--- src/rtl/prog_mem_pkg.sv ---
// prog_mem_pkg: shared FSM state type, parity helper and stored-word width for prog_mem_loader
// Optional feature macro: PROG_MEM_PARITY_EN adds one even-parity bit to every stored word.
package prog_mem_pkg;
  typedef enum logic {IDLE = 1'b0, LOAD = 1'b1} state_e;
  // Parity operand is zero-extended to this width, which leaves the XOR-reduce unchanged.
  localparam int PARITY_MAX_W = 1024;
`ifdef PROG_MEM_PARITY_EN
  localparam int PARITY_W = 1;
`else
  localparam int PARITY_W = 0;
`endif
  function automatic int stored_width(input int data_size);
    return data_size + PARITY_W;
  endfunction
  function automatic logic parity(input logic [PARITY_MAX_W-1:0] w);
    return ^w;
  endfunction
endpackage

--- src/rtl/prog_mem_loader_if.sv ---
// prog_mem_loader_if: loader stream and fetch port bundle
// master: host/boot controller and core fetch side; slave: prog_mem_loader.
// Loader: load_start/load_base/load_len, ld_valid/ld_data/ld_ready, load_busy, load_done.
// Fetch: fetch_en/fetch_addr in, fetch_data/fetch_valid/parity_err out.
interface prog_mem_loader_if #(
  parameter int DATA_SIZE = 16,
  parameter int ADDR_SIZE = 4
);
  logic                 load_start;
  logic [ADDR_SIZE-1:0] load_base;
  logic [ADDR_SIZE:0]   load_len;
  logic                 ld_valid;
  logic [DATA_SIZE-1:0] ld_data;
  logic                 ld_ready;
  logic                 load_busy;
  logic                 load_done;
  logic                 fetch_en;
  logic [ADDR_SIZE-1:0] fetch_addr;
  logic [DATA_SIZE-1:0] fetch_data;
  logic                 fetch_valid;
  logic                 parity_err;
  modport master (
    output load_start, load_base, load_len, ld_valid, ld_data, fetch_en, fetch_addr,
    input  ld_ready, load_busy, load_done, fetch_data, fetch_valid, parity_err
  );
  modport slave (
    input  load_start, load_base, load_len, ld_valid, ld_data, fetch_en, fetch_addr,
    output ld_ready, load_busy, load_done, fetch_data, fetch_valid, parity_err
  );
endinterface

--- src/rtl/prog_mem_array.sv ---
// prog_mem_array: 2**ADDR_SIZE x WIDTH storage, one synchronous write port, one registered read port
// Ports: clk, rstn (sync active-low, clears rdata only), we/waddr/wdata write, re/raddr read, rdata.
// Contents are never cleared; rdata holds when re is low.
module prog_mem_array #(
  parameter int WIDTH     = 16,
  parameter int ADDR_SIZE = 4
) (
  input  logic                 clk,
  input  logic                 rstn,
  input  logic                 we,
  input  logic [ADDR_SIZE-1:0] waddr,
  input  logic [WIDTH-1:0]     wdata,
  input  logic                 re,
  input  logic [ADDR_SIZE-1:0] raddr,
  output logic [WIDTH-1:0]     rdata
);
  logic [WIDTH-1:0] mem [2**ADDR_SIZE];
  always_ff @(posedge clk)
    if (we) mem[waddr] <= wdata;
  always_ff @(posedge clk)
    if (!rstn) rdata <= '0;
    else if (re) rdata <= mem[raddr];
endmodule

--- src/rtl/prog_mem_loader.sv ---
// prog_mem_loader: program memory with auto-incrementing streaming loader and 1-cycle fetch port
// Ports: clk, rstn (sync active-low), bus (prog_mem_loader_if.slave: loader stream + fetch port).
// Macro PROG_MEM_PARITY_EN: store an even-parity bit per word and flag mismatches on fetch;
// when undefined parity_err is tied low.
module prog_mem_loader
  import prog_mem_pkg::*;
#(
  parameter int DATA_SIZE = 16,
  parameter int ADDR_SIZE = 4
) (
  input logic clk,
  input logic rstn,
  prog_mem_loader_if.slave bus
);
  localparam int SW = stored_width(DATA_SIZE);
  localparam logic [0:0] ST_IDLE = IDLE;
  localparam logic [0:0] ST_LOAD = LOAD;
  logic [0:0]           state;
  logic [ADDR_SIZE-1:0] ptr;
  logic [ADDR_SIZE:0]   cnt;
  logic                 load_done;
  logic                 fetch_valid;
  logic                 beat;
  logic                 fetch_go;
  logic [SW-1:0]        wword;
  logic [SW-1:0]        rword;
  assign beat     = state == ST_LOAD && bus.ld_valid;
  assign fetch_go = state == ST_IDLE && bus.fetch_en;
`ifdef PROG_MEM_PARITY_EN
  assign wword          = {parity(PARITY_MAX_W'(bus.ld_data)), bus.ld_data};
  // Stored word has even parity, so any nonzero XOR over the whole read word is an error.
  assign bus.parity_err = fetch_valid && ^rword;
`else
  assign wword          = bus.ld_data;
  assign bus.parity_err = 1'b0;
`endif
  assign bus.fetch_data  = rword[DATA_SIZE-1:0];
  assign bus.fetch_valid = fetch_valid;
  assign bus.ld_ready    = state == ST_LOAD;
  assign bus.load_busy   = state == ST_LOAD;
  assign bus.load_done   = load_done;
  // Writes are gated by rstn so a reset landing on a beat cannot commit it.
  prog_mem_array #(.WIDTH(SW), .ADDR_SIZE(ADDR_SIZE)) u_arr (
    .clk   (clk),
    .rstn  (rstn),
    .we    (beat && rstn),
    .waddr (ptr),
    .wdata (wword),
    .re    (fetch_go),
    .raddr (bus.fetch_addr),
    .rdata (rword)
  );
  always_ff @(posedge clk)
    if (!rstn) begin
      state       <= ST_IDLE;
      ptr         <= '0;
      cnt         <= '0;
      load_done   <= 1'b0;
      fetch_valid <= 1'b0;
    end else begin
      load_done   <= 1'b0;
      fetch_valid <= fetch_go;
      if (state == ST_IDLE && bus.load_start) begin
        load_done <= bus.load_len == '0;
        state     <= bus.load_len == '0 ? ST_IDLE : ST_LOAD;
        ptr       <= bus.load_base;
        cnt       <= bus.load_len;
      end else if (beat) begin
        ptr <= ptr + 1'b1;
        cnt <= cnt - 1'b1;
        if (cnt == (ADDR_SIZE+1)'(1)) begin
          state     <= ST_IDLE;
          load_done <= 1'b1;
        end
      end
    end
endmodule

--- src/flat_wrapper.sv ---
// flat-port wrapper written by rule: the top's interface ports become plain ports
module prog_mem_loader_flat import prog_mem_pkg::*;
#(
  parameter int DATA_SIZE = 16,
  parameter int ADDR_SIZE = 4
)
  (clk, rstn, bus_load_start, bus_load_base, bus_load_len, bus_ld_valid, bus_ld_data, bus_fetch_en, bus_fetch_addr, bus_ld_ready, bus_load_busy, bus_load_done, bus_fetch_data, bus_fetch_valid, bus_parity_err);
  prog_mem_loader_if #(.DATA_SIZE(DATA_SIZE), .ADDR_SIZE(ADDR_SIZE)) bus_i ();
  input logic clk;
  input logic rstn;
  input wire logic [$bits(bus_i.load_start)-1:0] bus_load_start;
  input wire logic [$bits(bus_i.load_base)-1:0] bus_load_base;
  input wire logic [$bits(bus_i.load_len)-1:0] bus_load_len;
  input wire logic [$bits(bus_i.ld_valid)-1:0] bus_ld_valid;
  input wire logic [$bits(bus_i.ld_data)-1:0] bus_ld_data;
  input wire logic [$bits(bus_i.fetch_en)-1:0] bus_fetch_en;
  input wire logic [$bits(bus_i.fetch_addr)-1:0] bus_fetch_addr;
  output wire logic [$bits(bus_i.ld_ready)-1:0] bus_ld_ready;
  output wire logic [$bits(bus_i.load_busy)-1:0] bus_load_busy;
  output wire logic [$bits(bus_i.load_done)-1:0] bus_load_done;
  output wire logic [$bits(bus_i.fetch_data)-1:0] bus_fetch_data;
  output wire logic [$bits(bus_i.fetch_valid)-1:0] bus_fetch_valid;
  output wire logic [$bits(bus_i.parity_err)-1:0] bus_parity_err;
  assign bus_i.load_start = bus_load_start;
  assign bus_i.load_base = bus_load_base;
  assign bus_i.load_len = bus_load_len;
  assign bus_i.ld_valid = bus_ld_valid;
  assign bus_i.ld_data = bus_ld_data;
  assign bus_i.fetch_en = bus_fetch_en;
  assign bus_i.fetch_addr = bus_fetch_addr;
  assign bus_ld_ready = bus_i.ld_ready;
  assign bus_load_busy = bus_i.load_busy;
  assign bus_load_done = bus_i.load_done;
  assign bus_fetch_data = bus_i.fetch_data;
  assign bus_fetch_valid = bus_i.fetch_valid;
  assign bus_parity_err = bus_i.parity_err;
  prog_mem_loader #(.DATA_SIZE(DATA_SIZE), .ADDR_SIZE(ADDR_SIZE)) u_core (.clk(clk), .rstn(rstn), .bus(bus_i));
endmodule
--- config.mk ---
export PLATFORM = sky130hd
export DESIGN_NAME = prog_mem_loader_flat
export DESIGN_NICKNAME = d
export VERILOG_FILES = /design/src/rtl/prog_mem_pkg.sv /design/src/rtl/prog_mem_loader_if.sv /design/src/rtl/prog_mem_array.sv /design/src/rtl/prog_mem_loader.sv /design/src/flat_wrapper.sv
export SDC_FILE = /design/constraint.sdc
export NUM_CORES = 1
export LEC_CHECK = 0
export ABC_AREA = 1
export BUFFER_PORTS_ARGS = -buffer_cell sky130_fd_sc_hd__buf_2
export CAP_MARGIN = 10
export CORE_MARGIN = 2
export CORE_UTILIZATION = 55
export DETAILED_ROUTE_END_ITERATION = 10
export PLACE_DENSITY = 0.86
export SYNTH_ARGS = -nofsm -noshare
export SYNTH_HDL_FRONTEND = slang
export SYNTH_SLANG_ARGS = --single-unit
--- constraint.sdc ---
create_clock -name clk -period 2.24 [get_ports clk]
set_clock_uncertainty 0.2 [all_clocks]
set_input_delay 0.112 -clock clk [delete_from_list [all_inputs] [get_ports clk]]
set_output_delay 0.112 -clock clk [all_outputs]
set_load 0.03 [all_outputs]
==> results of run 1 <==
## worst min path at each step
stage | end | slack [ps] | depth (start not counted)
finish | u_core.u_arr.rdata[3] | 30 | 7
global route | u_core.u_arr.rdata[5] | 80 | 7
CTS | u_core.u_arr.rdata[3] | 30 | 7
global placement | u_core.cnt[2] | 130 | 3
floorplan | u_core.cnt[2] | 10 | 2
detailed placement | u_core.cnt[2] | 140 | 3
## cells in the mapped netlist
cell      instances
inv_2             2
o211ai_1          2
buf_1             1
buf_4             7
nor2_1           56
nor3_1            1
nand4_1           1
nand2_1         368
clkbuf_1         11
clkinv_1          1
a221oi_1          1
edfxtp_1        256
nand3_1         211
dfxtp_1          28
o21ai_0           4
buf_2            17
inv_1            32
a21oi_1           6
ha_1              6
conb_1            1
a31oi_1           5
xnor2_1           1
xor2_1            1
buf_6            23
or2_2             1
## layer usage
metal  vias to the layer above  track usage
met4                         0        0.117
met2                       584        0.431
met1                      3945        0.359
li1                       3758            -
met3                        87       0.0418
met5                         -            0
## registers in the layout, indices dropped and copies added (netlist names)
name / flops
u_core.bus.fetch_valid: 1
u_core.bus.ld_ready: 1
u_core.bus.load_done: 1
u_core.cnt: 5
u_core.ptr: 4
u_core.u_arr.mem: 256
u_core.u_arr.rdata: 16
## kinds of logic after synthesis
family	count (synthesis)	share of synthesized area
other	1	0.000321
AND/OR/NAND/NOR	638	0.228
adder cells (fa/ha/maj)	6	0.00642
flip-flops	284	0.706
XOR/XNOR	2	0.00150
buffers and inverters	94	0.0490
AO/OA/AOI/OAI	18	0.00899
## metrics by stage
stage / setup TNS (ps) / area, um2 / utilization
6_report: 0 / 13600 / 0.647
5_1_grt: 0 / 13600 / 0.647
4_1_cts: 0 / 13600 / 0.647
3_5_place_dp: 0 / 12200 / 0.581
3_3_place_gp: 0 / 12200 / 0.581
2_1_floorplan: -35900 / 11700 / -
## repair_timing
item,in CTS,in global routing
hold endpoints to repair,284,0
gates resized for setup,0,1
hold buffers,40,0
setup endpoints to repair,0,1
## power by group through the flow
stage / registers [mW] / logic, mW / clock network, mW
final: 5.86 / 0.915 / 4.83
after global routing: 5.87 / 0.992 / 5.07
after CTS: 5.86 / 0.896 / 4.87
after detailed placement: 5.97 / 0.825 / 0
after global placement: 5.97 / 0.804 / 0
after floorplan: 6.03 / 0.481 / 0
## cell type report
cell class / count / area share
Tap cell: 275 / 0.0254
Sequential cell: 284 / 0.608
Clock inverter: 11 / 0.0109
Multi-Input combinational cell: 665 / 0.214
Inverter: 35 / 0.00978
Clock buffer: 41 / 0.0613
Timing Repair Buffer: 121 / 0.0703
## worst max-delay path, stage by stage, from the launching register on
cell and delay [ps]:
dfxtp_1 380, nand2_1 80, buf_4 160, inv_2 100
nand3_1 90, a21oi_1 120, o21ai_0 120, o211ai_1 100
dlygate4sd3_1 570, inv_1 30
==> impl_metrics.toml, run 1 <==
[cells_and_area]
area_growth_pct = 16.0
final_common_cell = "nand2_1"
drive_gt1_frac = 0.127
layoutNonFillerInstCount = 1432
regArea_um2 = 8250
multi_input_area_um2 = 2910
fillerInstances = 1417
num_antenna_cells = 0
fin_nets = 1175
final_cell_mix = "nand2_1, edfxtp_1, nand3_1, buf_2"

[min_path]
hold_path.class = "in -> reg"
min_from = "bus_fetch_addr[2]"

[yosys]
netlist_instances = 1043
avgSynthCellArea_um2 = 11.2
synth_warnings = 0
synth_top_area_frac = 0.658
synth_largest_area_cell = "edfxtp_1"
synth_top_cells_by_area = "edfxtp_1, nand2_1, nand3_1, dfxtp_1, buf_6"
synth_area_um2 = 11700
synth.distinct_cells = 25
syn_nets = 1083
ys_ff_latch = 284
yosysSeqAreaShare = 0.706

[floorplan]
die_x_um = 150
dieArea_um2 = 22400
io_pins = 55
die_h_um = 150
initial_utilization = 0.558
placementRows = 53
coreArea_um2 = 21000

[place]
finalWeightedCongestion = 0.920
dp.cells = 1340
preCtsSetupSlack_ps = 294
port_buffers = 53
hpwl_um = 17300

[cts]
cts_htree_levels = 1
cts_tree = "built"
clk_latency_ps = 540
clock-sinks = 284
cts_buffers = 28
cts_root_buffer = "clkbuf_16"
post_cts_buffers = 0
clk_path_buf_depth = 3
clkSlewWorstSetupHoldPaths_ps = 60

[worst_setup_path]
r2r_end = "u_core.cnt[3]"
critical_path_arrival_ps = 2290
critPathRequiredTime_ps = 2470
worstSetupStartpoint = "u_core.bus.ld_ready"
crit_type = "reg -> reg"
critPathCaptureType = "flip-flop"
path_max_fanout = 7
rrSetupSlack_ps = 180
r2r-start = "u_core.bus.ld_ready"
ff2ff_path_depth = 9
crit_path_start_kind = "flip-flop"
worstSetupEndpoint = "u_core.cnt[3]"

[timing]
relSlewSlack = 0.584
max_freq_mhz = 486
setup_violations = 0
holdWs_ps = 30.7
fin_crit_sh = 0.919
layout_setup_ws_ps = 181
period_minus_slack_ps = 2060
final-hold-violation-count = 0
rsz0062_at_grt = "no"
slew_viol_final = 0
worstMarginPinSlew_ps = 624

[pwr]
leakage_nw = 5.22
clkPwrFrac = 0.416
power_density_nw_per_um2 = 856
switching_share = 0.223
power_switching_mw = 2.58
ir_drop_v = 0.000485
power.total_mw = 11.6
sequentialPowerShare = 0.505
internal_power_mw = 9.03
pwr-share-comb = 0.079

[detailed_routing]
dr_wl_met3_um = 3230
top_layer_used = "met4"
drtIter0Drc = 1274
via_per_inst = 5.85
drc = 0
dr_wl_met2_um = 14100
wl_per_cell_um = 20.4
wirelength_um = 29200
vias = 8374
ant_nets = 0
firstDrtPassIters = 7
drt-met1-wl_um = 10700

[global_routing]
grt_overflow = 0
grt_pass1_vias = 8041
antenna_found_initial = 0
grt_pass1_wl_um = 44500
track_usage = 0.266
grt_max_degree = 71

[flow_run]
drv_cap = 0

[status]
status = "completed"
No activity file was read; power rests on OpenSTA's default activity.
==> inputs of run 2 (changes only) <==
==> constraint.sdc (replaced) <==
create_clock -name clk -period 2.24 [get_ports clk]
set_clock_uncertainty 0.2 [all_clocks]
set_input_delay 0.224 -clock clk [delete_from_list [all_inputs] [get_ports clk]]
set_output_delay 0.224 -clock clk [all_outputs]
set_load 0.03 [all_outputs]
==> impl_metrics.toml, run 2 (same netlist as run 1, synthesis figures left out) <==
[status]
status = "completed"

[worst_setup_path]
crit_slowest_cell = "dlygate4sd3_1"
cpPeakStageDelay_ps = 590
cp_cell_sequence = "nand2_1 -> buf_4 -> inv_1 -> nand3_1 -> a21oi_1 -> o21ai_0 -> o211ai_1 -> dlygate4sd3_1 -> inv_1"
rrSetupSlack_ps = 170
crit_top_cell = "inv_1"
r2r-start = "u_core.bus.ld_ready"
critPathCaptureType = "flip-flop"
crit_type = "reg -> reg"
path_max_fanout = 7
critical_path_arrival_ps = 2310
critPathRequiredTime_ps = 2470
worstSetupStartpoint = "u_core.bus.ld_ready"
crit_path_start_kind = "flip-flop"

[place]
hpwl_um = 15600
dp.cells = 1342
finalWeightedCongestion = 0.808
port_buffers = 53
post_dp_cell_area_um2 = 12300

[pwr]
switching_share = 0.221
power_switching_mw = 2.52
power_density_nw_per_um2 = 846
power.total_mw = 11.4
leakage_nw = 5.19
internal_power_mw = 8.90
ir_drop_v = 0.000491
pwr-share-comb = 0.075
clkPwrFrac = 0.411
sequentialPowerShare = 0.514

[flow_run]
drv_cap = 0

[timing]
worstMarginPinSlew_ps = 600
relSlewSlack = 0.600
final-hold-violation-count = 0
slew_viol_final = 0
setup_violations = 0
rsz0062_at_grt = "no"
period_minus_slack_ps = 2070
max_freq_mhz = 482
fin_crit_sh = 0.926
finalSetupTns_ps = 0

[cells_and_area]
fin_nets = 1168
reg_top3 = "u_core.u_arr.mem (256), u_core.u_arr.rdata (16), u_core.cnt (5)"
final_common_cell = "nand2_1"
regMostFlops = "u_core.u_arr.mem"
final_cell_mix = "nand2_1, edfxtp_1, nand3_1, buf_2, nor2_1"
drive_gt1_frac = 0.125
stdcell_area_um2 = 13500
multi_input_area_um2 = 2910
num_antenna_cells = 0
regArea_um2 = 8250
area_growth_pct = 15.6
largest_reg_flops = 256
fin_util = 0.645
layoutNonFillerInstCount = 1425
fillerInstances = 1511

[floorplan]
coreArea_um2 = 21000
placementRows = 53
die_x_um = 150
die_h_um = 150
dieArea_um2 = 22400
io_pins = 55
initial_utilization = 0.558

[detailed_routing]
vias = 8314
ant_nets = 0
via_per_inst = 5.83
drc = 0
wirelength_um = 29400
firstDrtPassIters = 5
drtIter0Drc = 938
wl_per_cell_um = 20.6

[min_path]
hold_path.class = "in -> reg"
min_from = "bus_ld_valid"

[cts]
post_cts_buffers = 0
cts_root_buffer = "clkbuf_16"
clk_path_buf_depth = 3
clock-sinks = 284
clkSlewWorstSetupHoldPaths_ps = 60
cts_buffers = 28
clk_latency_ps = 540
cts_tree = "built"
cts_htree_levels = 1

[global_routing]
antenna_found_initial = 0
grt_overflow = 0
grt_pass1_wl_um = 44500
grt_max_degree = 125
grt_pass1_vias = 8319
track_usage = 0.265
## run 2: cell type report
type | instances | area share
inverter | 35 | 0.00982
clock inverter | 14 | 0.0107
multi-input combinational | 665 | 0.215
timing repair buffer | 114 | 0.0697
tap | 275 | 0.0255
sequential | 284 | 0.611
clock buffer | 38 | 0.0585
## run 2: worst paths after layout
| path | to | depth (start not counted) |
|---|---|---|
| min | u_core.cnt[4] | 6 |
| max reg2reg | u_core.cnt[3] | 9 |
| max | u_core.cnt[3] | 9 |
| min reg2reg | u_core.bus.ld_ready | 2 |
## run 2: power groups by stage
stage	registers [mW]	logic (mW)	clock network [mW]
2_1_floorplan	6.03	0.481	0
3_3_place_gp	5.97	0.757	0
3_5_place_dp	5.98	0.790	0
4_1_cts	5.86	0.848	4.72
5_1_grt	5.87	0.941	4.94
6_report	5.87	0.860	4.70
## run 2: timing repair
action                                  4_1_cts  5_1_grt
gates resized for setup                       0        1
endpoints found under the hold margin       268        0
hold buffers                                 31        0
endpoints found under the setup margin        0        1
## run 2: layer usage
metal  routed length (um)  share of wire  global-route usage  vias up
met5                    0              0                   0        -
met4                 1060          0.036               0.114        0
met3                 3690           0.13              0.0588      101
met2                14200           0.48               0.441      573
met1                10400           0.35               0.337     3898
li1                     -              -                   -     3742
## run 2: worst max-delay path: cells and delay by family, from the launching register on
| family | cells | cell delay [ps] |
|---|---|---|
| AND/OR/NAND/NOR | 2 | 180 |
| buffers and inverters | 4 | 910 |
| AO/OA/AOI/OAI | 3 | 310 |
| flip-flops | 1 | 360 |
## run 2: metrics by stage
stage | hold slack [ps] | setup WS [ps]
finish | 52.2 | 166
detailed placement | 248 | 321
global route | 88.3 | 22.6
CTS | 13.3 | 171
global placement | 249 | 399
floorplan | 122 | -140
==> inputs of run 3 (changes only) <==
Settings changed: SKIP_CTS_REPAIR_TIMING set to 1, SYNTH_HIERARCHICAL set to 1.
==> impl_metrics.toml, run 3 <==
[cells_and_area]
fin_nets = 1187
regMostFlops = "u_core/u_arr/mem"
fin_util = 0.647
layoutNonFillerInstCount = 1447
final_cell_mix = "nand2_1, edfxtp_1, nand3_1, buf_2, nor2_1"
final_common_cell = "nand2_1"
largest_reg_flops = 256
num_antenna_cells = 0
fillerInstances = 1482
area_growth_pct = 15.5
drive_gt1_frac = 0.119
reg_top3 = "u_core/u_arr/mem (256), u_core/u_arr/rdata (16), u_core/cnt (5)"

[yosys]
synth_top_area_frac = 0.655
synth.distinct_cells = 24
netlist_instances = 1064
yosysSeqAreaShare = 0.702
ys_async_sr_fraction = 0
synth_edf_count = 256
synth_warnings = 6
synth_largest_area_cell = "edfxtp_1"
syn_nets = 1101
ys_ff_latch = 284
synth_area_um2 = 11700
avgSynthCellArea_um2 = 11.0
synth_ff_type = "edfxtp_1"
yosysMostFrequentCell = "nand2_1"
synth_top_cells_by_area = "edfxtp_1, nand2_1, nand3_1, dfxtp_1, buf_6"
synthTopCellsByCount = "nand2_1, edfxtp_1, nand3_1"

[detailed_routing]
drc = 0
vias = 8475
ant_nets = 0
drtIter0Drc = 1289
via_per_inst = 5.86
wirelength_um = 29400
firstDrtPassIters = 7
wl_per_cell_um = 20.3

[pwr]
power.total_mw = 11.1
ir_drop_v = 0.000501
power_density_nw_per_um2 = 820
leakage_nw = 5.20

[floorplan]
die_h_um = 150
die_x_um = 150
dieArea_um2 = 22500
io_pins = 55
coreArea_um2 = 21000
initial_utilization = 0.560
placementRows = 53

[place]
finalWeightedCongestion = 0.859
dp.cells = 1363
port_buffers = 53
hpwl_um = 16700

[worst_setup_path]
crit_type = "reg -> reg"
critPathRequiredTime_ps = 2510
critical_path_arrival_ps = 2350
path_max_fanout = 12
crit_path_start_kind = "flip-flop"
critPathCaptureType = "flip-flop"

[cts]
cts_htree_levels = 1
cts_buffers = 28
clk_latency_ps = 530
cts_root_buffer = "clkbuf_16"
clkSlewWorstSetupHoldPaths_ps = 60
cts_tree = "built"
clock-sinks = 284
clk_path_buf_depth = 3

[global_routing]
antenna_found_initial = 0
grt_max_degree = 129
grt_pass1_vias = 7876
grt_pass1_wl_um = 43600
grt_overflow = 0
track_usage = 0.259

[timing]
relSlewSlack = 0.556
slew_viol_final = 0
period_minus_slack_ps = 2080
finalSetupTns_ps = 0
worstMarginPinSlew_ps = 665
max_freq_mhz = 482
rsz0062_at_grt = "no"
holdWs_ps = -18.9
fin_crit_sh = 0.927
setup_violations = 0
final-hold-violation-count = 4

[min_path]
hold_path.class = "in -> reg"

[flow_run]
drv_cap = 0

[status]
status = "finished with violations"
failed_checks = "hold timing"
run 3: layer usage:
| metal | track usage | vias to the layer above | routed length [um] |
|---|---|---|---|
| met1 | 0.370 | 3956 | 11200 |
| met3 | 0.0470 | 97 | 3420 |
| met5 | 0 | - | 0 |
| met2 | 0.389 | 616 | 13400 |
| li1 | - | 3806 | - |
| met4 | 0.125 | 0 | 1350 |
run 3: layout make-up:
type                       count  area, um2  area share
multi-input combinational    676       2930       0.216
inverter                      45        170      0.0125
tap                          275        344      0.0254
clock buffer                  41        771      0.0568
clock inverter                11       76.3     0.00563
timing repair buffer         115       1030      0.0756
sequential                   284       8250       0.608
run 3: through the flow:
stage                     worst slack [ps]  area (um2)
after detailed placement               386       12400
final                                  165       13600
after global routing                  88.9       13600
after floorplan                       -111       11800
after CTS                              400       13200
after global placement                 422       12400
run 3: report_power, final:
group	switching (mW)	internal [mW]	total, mW
registers	0.0395	5.83	5.87
logic	0.646	0.266	0.912
clock network	1.86	2.49	4.35
total	2.54	8.58	11.1
run 3: cell families after synthesis:
logic type / share of synthesized area
AND/OR/NAND/NOR: 0.235
flip-flops: 0.702
buffers and inverters: 0.0526
AO/OA/AOI/OAI: 0.00639
adder cells (fa/ha/maj): 0.00320
other: 0.000319
run 3: path summary, 6_finish.rpt:
kind	startpoint	to	slack, ps	depth (start not counted)
max reg2reg	u_core/bus.ld_ready	u_core/cnt[4]	160	8
max	u_core/bus.ld_ready	u_core/cnt[4]	160	8
min	bus_load_start	u_core/ptr[0]	-20	5
min reg2reg	u_core/cnt[0]	u_core/cnt[0]	340	2
run 3: worst max-delay path, cell delays in order (launching register included):
cell	delay, ps
dfxtp_1	350
buf_4	160
inv_1	40
nand2_1	280
nand2_1	150
o22ai_1	140
nand2_1	60
dlygate4sd3_1	550
nand2_1	60
